File: src/rtl/serial_add_pkg.sv
// Shared types for the bit-serial add sequencer: FSM state and op encoding.
package serial_add_pkg;

  typedef enum logic [1:0] {
    IDLE = 2'd0,
    RUN  = 2'd1,
    DONE = 2'd2
  } state_t;

  localparam logic OP_ADD = 1'b0;
  localparam logic OP_SUB = 1'b1;

endpackage

File: src/rtl/full_adder.sv
// Gate-level one-bit full adder cell, shared across all bit positions of the serial add.
module full_adder (
  input  logic a,
  input  logic b,
  input  logic ci,
  output logic sum,
  output logic co
);

  logic ab_x;

  assign ab_x = a ^ b;
  assign sum  = ab_x ^ ci;
  assign co   = (a & b) | (ci & ab_x);

endmodule

File: src/rtl/serial_add_seq.sv
// Bit-serial WIDTH-bit adder: one full_adder, LSB-first, result in a shift register.
// Define SERIAL_ADD_SEQ_SUB_EN to honour op (1 = subtract via ~b and carry-in 1).
module serial_add_seq
  import serial_add_pkg::*;
#(
  parameter  int WIDTH = 8,
  localparam int CNT_W = $clog2(WIDTH)
) (
  input  logic             clk,
  input  logic             rst,
  input  logic             in_valid,
  output logic             in_ready,
  input  logic [WIDTH-1:0] a,
  input  logic [WIDTH-1:0] b,
  input  logic             op,
  output logic             out_valid,
  input  logic             out_ready,
  output logic [WIDTH-1:0] sum,
  output logic             co
);

  state_t             state_reg, state_next;
  logic [WIDTH-1:0]   a_sr_reg, b_sr_reg, res_reg;
  logic               carry_reg;
  logic [CNT_W-1:0]   cnt_reg;
  logic               fa_sum, fa_co;
  logic               cnt_last;
  logic [WIDTH-1:0]   b_load;
  logic               carry_load;

`ifdef SERIAL_ADD_SEQ_SUB_EN
  // Subtract is a + ~b + 1; the op choice is folded into the loaded operand and carry.
  assign b_load     = (op == OP_SUB) ? ~b : b;
  assign carry_load = (op == OP_SUB);
`else
  logic unused_op;
  assign unused_op  = op;
  assign b_load     = b;
  assign carry_load = OP_ADD;
`endif

  assign cnt_last = (cnt_reg == CNT_W'(WIDTH - 1));

  full_adder u_fa (
    .a   (a_sr_reg[0]),
    .b   (b_sr_reg[0]),
    .ci  (carry_reg),
    .sum (fa_sum),
    .co  (fa_co)
  );

  always_ff @(posedge clk) begin
    if (rst) begin
      state_reg <= IDLE;
      a_sr_reg  <= '0;
      b_sr_reg  <= '0;
      res_reg   <= '0;
      carry_reg <= 1'b0;
      cnt_reg   <= '0;
    end else begin
      state_reg <= state_next;
      case (state_reg)
        IDLE: begin
          if (in_valid) begin
            a_sr_reg  <= a;
            b_sr_reg  <= b_load;
            carry_reg <= carry_load;
            cnt_reg   <= '0;
          end
        end
        RUN: begin
          // New sum bit enters at the MSB so after WIDTH shifts bit 0 sits at the LSB.
          res_reg   <= {fa_sum, res_reg[WIDTH-1:1]};
          a_sr_reg  <= a_sr_reg >> 1;
          b_sr_reg  <= b_sr_reg >> 1;
          carry_reg <= fa_co;
          cnt_reg   <= cnt_last ? '0 : cnt_reg + 1'b1;
        end
        default: ;
      endcase
    end
  end

  always_comb begin
    state_next = state_reg;
    in_ready   = 1'b0;
    out_valid  = 1'b0;
    case (state_reg)
      IDLE: begin
        in_ready = 1'b1;
        if (in_valid) state_next = RUN;
      end
      RUN: begin
        if (cnt_last) state_next = DONE;
      end
      DONE: begin
        out_valid = 1'b1;
        if (out_ready) state_next = IDLE;
      end
      default: state_next = IDLE;
    endcase
  end

  assign sum = res_reg;
  assign co  = carry_reg;

endmodule

File: config.mk
export PLATFORM = sky130hd
export DESIGN_NAME = serial_add_seq
export DESIGN_NICKNAME = d
export VERILOG_FILES = /design/src/rtl/serial_add_pkg.sv /design/src/rtl/full_adder.sv /design/src/rtl/serial_add_seq.sv
export SDC_FILE = /design/constraint.sdc
export NUM_CORES = 1
export LEC_CHECK = 0
export CAP_MARGIN = 30
export CORE_MARGIN = 10
export CORE_UTILIZATION = 54
export CTS_BUF_LIST = sky130_fd_sc_hd__clkbuf_4
export CTS_CLUSTER_DIAMETER = 200
export DETAILED_ROUTE_END_ITERATION = 12
export PLACE_DENSITY = 0.9
export SLEW_MARGIN = 20
export SYNTH_ARGS = -nofsm -noshare
export SYNTH_HDL_FRONTEND = slang
export SYNTH_SLANG_ARGS = --single-unit
File: constraint.sdc
create_clock -name clk -period 1.73 [get_ports clk]
set_input_delay 0.2595 -clock clk [delete_from_list [all_inputs] [get_ports clk]]
set_output_delay 0.2595 -clock clk [all_outputs]
set_load 0.1 [all_outputs]
Word level (Yosys, flattened, before mapping). Cells that the tools add are included.

Flip-flop bits (word level): 30. Input port bits: 21. Output and inout port bits: 11. Word-level logic and storage cells: 37.

Add/sub/neg operators: 1. Equality and inequality tests: 6. Mux-type cells: 15. Bitwise gates (word level): 5. Reduce and logical (&&, ||, !) cells: 4.

Operators with widths (count): one-hot mux 8 bit (2 select lines) (2); 2-to-1 mux 8 bit (2); 2-to-1 mux 2 bit (3); 2-to-1 mux 3 bit (2); != test 2 bit, second input constant (3); one-hot mux 2 bit (3 select lines) (1); one-hot mux 3 bit (2 select lines) (1); adder 3 x 1 -> 3 bit, second input constant (1); == test 3 bit, second input constant (1); 2-to-1 mux 1 bit (3); AND reduction 3 bit (1); AND 1 bit (2); == test 2 x 1 -> 1 bit, second input constant (1); == test 2 bit, second input constant (1); zero test 2 bit (1); one-hot mux 1 bit (2 select lines) (1); AND reduction 2 bit (1); nonzero test 2 bit (1); bitwise XOR 1 bit (2); bitwise OR 1 bit (1).

Depth between registers and ports, before layout. Gate-level depths: netlist of run 1.

Word-level depth: 4. Mapped depth: 5. Gate-level depth less buffers: 5.

Modules after synthesis. From an unflattened synthesis of run 1, not the netlist that was laid out.

Cells, all modules: 135. Area, all modules: 1270.0 sq um.

Modules (own cells, without submodules): serial_add_seq (times used 1, cells each 134, area each 1249.9 sq um, sequential area each 600.6 sq um); full_adder (times used 1, cells each 1, area each 20.0 sq um, sequential area each 0.0 sq um).

Worst setup path before layout of run 1. No wires, ideal clock.

Path kind: reg2reg. Start: register state_reg[1]. End: register a_sr_reg[0]. Setup time: 0.119 ns. Data arrival time: 1.933 ns. Required time: 1.611 ns. Path slack: -0.322 ns. Stages on the path, launching flop included: 5. Path buffers: 1. Period minus slack after synthesis: 2.052 ns. Cell sequence: dfxtp_1 > nor2_2 > nand2_1 > buf_2 > o221a_1.

Cells in the longest elaborated chain, start to end: 3. Elaborated cells between the ends (all ways): 6. Classes of those cells: eq/ne (2); mux (1); reduce/logical (3).

Ends and longest elaborated chain: start, declared (line serial_add_seq.sv:22) `state_t state_reg, state_next;`; start signal, assigned (line serial_add_seq.sv:61) `state_reg <= state_next;`; == test 2 x 1 -> 1 bit or zero test 2 bit (tied branches) (line serial_add_seq.sv:62) `case (state_reg)`; nonzero test 2 bit (no line) or != test 2 bit (tied branches); AND reduction 2 bit (no line); end signal, assigned (line serial_add_seq.sv:74) `a_sr_reg <= a_sr_reg >> 1;`; end, declared (line serial_add_seq.sv:23) `logic [WIDTH-1:0] a_sr_reg, b_sr_reg, res_reg;`.

Parallel ways exist; a longest one is shown, timed or not. A chain may end at the register's enable or synchronous reset.

Worst setup path after layout of run 1.
Start: register state_reg[1]. End: output port out_valid.

Cells in the longest elaborated chain, start to end: 2.

Ends and longest elaborated chain: == test 2 bit (line serial_add_seq.sv:88) `case (state_reg)`; 2-to-1 mux 1 bit (line serial_add_seq.sv:88); end, declared (line serial_add_seq.sv:16) `output logic out_valid,`.

No other way between the ends.

==> results of run 1 <==
[power by group]
part	leakage (nW)	internal, mW	switching, mW
Clock	0.0331	0.168	0.234
Sequential	0.247	0.730	0.0282
Combinational	0.397	0.128	0.139
Total	0.677	1.03	0.401
[per-layer routing]
| layer | vias to the layer above | track usage | wire length [um] |
|---|---|---|---|
| met5 | - | 0 | 0 |
| met4 | 0 | 0.0813 | 55 |
| met3 | 7 | 0.0676 | 230 |
| met2 | 25 | 0.236 | 1530 |
| met1 | 522 | 0.145 | 1200 |
| li1 | 533 | - | - |
[Yosys cell counts (2+ instances only)]
cell	n
o221a_1	10
nor2_1	9
clkbuf_1	3
dfxtp_1	30
a21oi_1	14
buf_2	2
a32oi_1	2
inv_1	19
buf_6	2
a21oi_2	7
ha_1	2
nand2_1	15
o221a_2	4
a22oi_1	4
nor2_2	3
[per-stage QoR]
stage	hold WS [ps]	instances	cell area (um^2)	setup slack, ps	power (mW)
final	497	197	1780	204	1.43
after detailed placement	485	189	1730	14.2	1.04
after CTS	498	197	1780	191	1.44
after floorplan	425	137	1300	56.2	0.942
after global placement	466	189	1730	75.7	1.03
after global routing	528	197	1780	147	1.49
[cell families after synthesis]
kind of cell,Yosys count,synth area share
compound gates,44,0.282
fa+ha+maj,3,0.0347
buf+inv,28,0.107
flops,30,0.463
mux,1,0.00772
simple gates,31,0.105
[layout make-up]
type                       count  area, um^2  share of cell area
sequential                    30         602               0.338
multi-input combinational     79         562               0.315
timing repair buffer          33         458               0.257
inverter                      19        71.3              0.0400
clock buffer                   6        45.0              0.0253
tap                           28        35.0              0.0197
clock inverter                 2        8.76             0.00492
[worst reg2reg max path, cell delays in order, from the launching register on]
cell     delay, ps
dfxtp_1        490
nor2b_2        360
buf_12         220
a21oi_1        110
o221a_1        120
[worst max-delay path by stage]
| stage | end | slack [ps] | cells after the start |
|---|---|---|---|
| 6_report | out_valid | 200 | 2 |
| 5_1_grt | out_valid | 150 | 2 |
| 4_1_cts | out_valid | 190 | 2 |
| 3_5_place_dp | b_sr_reg[6]$_SDFFE_PP0P_ | 10 | 4 |
| 3_3_place_gp | a_sr_reg[4]$_SDFFE_PP0P_ | 80 | 4 |
| 2_1_floorplan | a_sr_reg[0]$_SDFFE_PP0P_ | 60 | 4 |
==> impl_results.md, run 1 <==
- Outcome: finished clean
- Post-CTS sizing: 0
- Pwr dens: 801 mW/mm^2
- Starting density of the core: 0.575
- Worst Setup SP: state_reg[1]$_SDFFE_PP0P_
- Asr flop ratio synth: 0
- WHS Endpoint: sum[0]$_SDFFE_PP0N_
- Setup_tns: 0 ps
- Max H-tree Level: 2
- DRC violations left: 0
- Root Driver: clkbuf_4
- Worst skew pair latency: approximately 330 ps
- # hold bufs at CTS: 0
- Worst Tran Pin Value: 546 ps
- First-pass GRT wire length: approximately 5000 um
- EDFF count, synth: 0
- Drt initial violations: 85
- Reg-to-Reg End: b_sr_reg[0]$_SDFFE_PP0P_
- Leakage: 0.677 nW
- I/O Pins: 32
- CTS buffer count: 5
- CTS tree: built
- DR WL/cell: ~15 um
- Sequential fraction of the synthesis area: 0.463
- Synth area leader: dfxtp_1
- Fin crit period: 1530 ps
- Via-to-Cell Ratio: 5.52
- Register-to-Register Setup Slack: about 330 ps
- Synth unique cells: 26
- Period Utilization, post-route: 0.882
- Worst hold stages: 2
- Initial antenna violation count: 0
- Synth area leaders: dfxtp_1 46%, o221a_1 8.7%, inv_1 5.5%, a21oi_1 5.4%, a21oi_2 4.7%
- Crit path arrival time: 1270 ps
- DR pass1 iterations: 4
- Critical path's top delay family: flip-flops
- Post-CTS setup buffer count: 0
- ANT nets after route: 0
- Critical path's largest stage delay: 500 ps
- Synthesis Warnings: 0
- Antenna cell count: 0
- RSZ-0062 raised after global routing: false
- Detailed placer's ending HPWL: 2140 um
- Die Width: 69.0 um
- GR Overflow Total: 0
- Critical path required time: 1470 ps
- Final clock skew: 5.25 ps
- Clock Sinks: 30
- Max VDD drop: about 590 uV
- Core ar.: around 0.0023 mm^2
- Worst R2R Path Depth: 4
- Fraction of layout cells with a size suffix above 1: 0.225
- Setup Viol. Count Final: 0
- Maximum clock rate: 0.655 GHz
- Total GRT Usage: 0.143
- Slew Viols, Final: 0
- Nets: 192
- Slowest stage cell, crit path: dfxtp_1
- Top-area cell type share of the netlist area: 0.463
- Die Y-Extent: 69.0 um
- R2R Path Start: state_reg[0]$_SDFFE_PP0P_
- DRT Wirelength: about 3000 um
- Fillers: 149
- Post-Synthesis Cells: 137
- Prevailing post-synth register cell: dfxtp_1
- GPL Wtd Cong: between 0.7 and 0.8
- Most frequent cells in the layout: 29 x dfxtp_1, 19 x inv_1, 19 x clkdlybuf4s50_1
- Vias: 1087
- Commonest non-fill, non-tap cell in the layout: dfxtp_1
- Slew HR: 0.636
- Syn_area_per_cell: between 9 and 10 um^2
- Worst Setup Start Kind: register
- CTS Buffer Depth: 2
- Vias in the first global route: 1136
- Hold Crit Class: reg2reg
- Largest net degree at the start of global routing: 31
- #FFs+latches synth: 30
- Setup CP Type: reg2out
- Critical path capture point type: primary output
- Final hold vios: 0
- Maxcap violations: 0
- Bufs and invs on worst path: 1
- PortBufs: 30
- Area growth from synthesis to layout: 37.5%
- Row cnt: 17
- Hold_sp: sum[0]$_SDFFE_PP0N_
- DIE AREA: 0.00476 mm^2
- Crit-path cells: and2b_1, buf_12
- Cell area after synthesis: 0.00130 mm^2
- Reg clk slew, reported paths: ~90 ps
- Net Count, Synth: between 150 and 200
- Final core occ: 0.790
- Crit-path max FO: 7
(Power assumes the default switching activity.)
==> run 2: changes to the inputs <==
--- a/config.mk
+++ b/config.mk
@@ -6,7 +6,6 @@
 export NUM_CORES = 1
 export LEC_CHECK = 0
 export CAP_MARGIN = 30
-export CORE_MARGIN = 10
 export CORE_UTILIZATION = 54
 export CTS_BUF_LIST = sky130_fd_sc_hd__clkbuf_4
 export CTS_CLUSTER_DIAMETER = 200
==> run 2 against run 1 <==
  * Clock-buffer cell count shrank 1
  * Worst hold slack gained 5.3 ps
  * First-iteration DRC count shrank 78%
  * Sequential share of layout area shrank 0.33 points
  * Utilization grew 1.5 points
  * Clock skew grew 2.5 ps
==> impl_results.md, run 2 (synthesized netlist as in run 1, its figures left out) <==
- Outcome: finished clean
- CTS Buffer Depth: 2 (unchanged)
- Detailed placer's ending HPWL: 2000 um (-6.4%)
- Final clock skew: 7.80 ps (+2.55 ps)
- Vias in the first global route: 1091 (-4.0%)
- Slew HR: 0.633 (-0.00233)
- Setup CP Type: reg2out
- Maximum clock rate: 0.640 GHz (-2.3%)
- I/O Pins: 32 (unchanged)
- Vias: 1069 (-1.7%)
- Hold Crit Class: reg2reg
- Fin crit period: 1560 ps (+35.3 ps)
- Root Driver: clkbuf_4
- Worst skew pair latency: 340 ps (about the same)
- DRT met1 WL: 1240 um (+3.4%)
- ANT nets after route: 0 (unchanged)
- Nets: 192 (unchanged)
- CTS buffer count: 5 (unchanged)
- Pwr dens: 867 mW/mm^2 (+8.2%)
- Antenna cell count: 0 (unchanged)
- # placed instances: 189 (unchanged)
- Slew Viols, Final: 0 (unchanged)
- Final hold vios: 0 (unchanged)
- Die Width: 51.0 um (-26%)
- Setup_tns: 0 ps (unchanged)
- Area growth from synthesis to layout: 38.8%
- Most frequent cells in the layout: 29 x dfxtp_1, 19 x inv_1, 19 x clkdlybuf4s50_1
- Post-CTS setup buffer count: 0 (unchanged)
- PortBufs: 30 (unchanged)
- Max H-tree Level: 2 (unchanged)
- Critical path capture point type: primary output
- Row cnt: 17 (unchanged)
- DIE AREA: 0.00260 mm^2 (-45%)
- GR Overflow Total: 0 (unchanged)
- Initial antenna violation count: 0 (unchanged)
- Largest net degree at the start of global routing: 31 (unchanged)
- Worst Tran Pin Value: 549 ps (+3.49 ps)
- Post-Layout Cell Count: 196 (-0.51%)
- Core ar.: 0.00223 mm^2 (-0.94%)
- Post-CTS sizing: 0 (unchanged)
- Period Utilization, post-route: 0.903 (+0.0204)
- Critical path required time: 1470 ps (about the same)
- Crit-path max FO: 7 (unchanged)
- DR WL/cell: 15.0 um (-1.7%)
- Die Y-Extent: 51.0 um (-26%)
- DRT Wirelength: 2950 um (-2.2%)
- Maxcap violations: 0 (unchanged)
- CTS tree: built
- Max VDD drop: 881 uV (+50%)
- DR pass1 iterations: 4 (unchanged)
- Via-to-Cell Ratio: 5.45 (-1.2%)
- RSZ-0062 raised after global routing: false
- Commonest non-fill, non-tap cell in the layout: dfxtp_1
- Setup Viol. Count Final: 0 (unchanged)
- Crit path arrival time: 1300 ps (+30 ps)
- GPL Wtd Cong: 0.703 (-7.2%)
- Fraction of layout cells with a size suffix above 1: 0.220 (-0.00461)
- Reg clk slew, reported paths: 80 ps (about the same)
- Clock Sinks: 30 (unchanged)
- First-pass GRT wire length: 4910 um (-4.3%)
- Drt initial violations: 19 (-78%)
- # hold bufs at CTS: 0 (unchanged)
- Top Metal Used: met4
- Total GRT Usage: 0.270 (+0.128)
- DRC violations left: 0 (unchanged)
- Metal3 WL: 105 um (-54%)
- Routed wl met2: 1520 um (-0.33%)
- Worst Setup Start Kind: register
- Starting density of the core: 0.580 (+0.00548)
- Leakage: 0.682 nW (+0.83%)
## run 2: cell count changes in the layout (fill, tap and decap cells not counted)
cell | previous run | this run
clkinv_2 | 1 | 0
bufinv_16 | 0 | 1
clkbuf_4 | 6 | 5
## run 2: cell type report
cell class / count / area (um^2)
repair buffers: 33 / 458
inverters: 19 / 71.3
multi-input cells: 79 / 562
well taps: 28 / 35.0
fillers: 141 / 434
clock buffers: 5 / 37.5
clock inverters: 2 / 33.8
flip-flops and latches: 30 / 602
## run 2: final timing paths
kind,startpoint,endpoint,slack (ps),cells past startpoint
hold / removal,sum[0]$_SDFFE_PP0N_,sum[0]$_SDFFE_PP0N_,500,2
setup reg to reg,state_reg[0]$_SDFFE_PP0P_,b_sr_reg[0]$_SDFFE_PP0P_,310,3
setup / recovery,state_reg[0]$_SDFFE_PP0P_,out_valid,170,2
hold reg to reg,sum[0]$_SDFFE_PP0N_,sum[0]$_SDFFE_PP0N_,500,2
## run 2: worst max-delay path: stages (launching register included)
cell and delay (ps):
dfxtp_1 510, and2b_1 270, buf_12 180
## run 2: per-layer routing
layer | vias to the layer above | track usage
met5 | - | 0
met4 | 0 | 0.167
met3 | 8 | 0.0714
met2 | 25 | 0.467
met1 | 500 | 0.291
li1 | 536 | -
## run 2: per-stage QoR
| step | hold slack [ps] | power (mW) | util | instance area [um^2] | setup WS [ps] |
|---|---|---|---|---|---|
| finish | 503 | 1.56 | 0.806 | 1800 | 168 |
| global route | 540 | 1.63 | 0.806 | 1800 | 115 |
| CTS | 510 | 1.57 | 0.806 | 1800 | 169 |
| detailed placement | 498 | 1.04 | 0.774 | 1730 | 17.5 |
| global placement | 474 | 1.03 | 0.774 | 1730 | 70.5 |
| floorplan | 425 | 0.942 | - | 1300 | 56.2 |
## run 2: where the power goes
group | switching (mW) | leakage (nW) | total [mW] | internal [mW]
clock | 0.236 | 0.0387 | 0.528 | 0.292
sequential | 0.0298 | 0.247 | 0.760 | 0.730
combinational | 0.143 | 0.397 | 0.271 | 0.129
==> run 3: changes to the inputs <==
--- a/config.mk
+++ b/config.mk
@@ -11,6 +11,7 @@
 export CTS_CLUSTER_DIAMETER = 200
 export DETAILED_ROUTE_END_ITERATION = 12
 export PLACE_DENSITY = 0.9
+export SKIP_CTS_REPAIR_TIMING = 1
 export SLEW_MARGIN = 20
 export SYNTH_ARGS = -nofsm -noshare
 export SYNTH_HDL_FRONTEND = slang
==> results of run 3 <==
Final layout, timing and power as in run 2 (identical DEF).
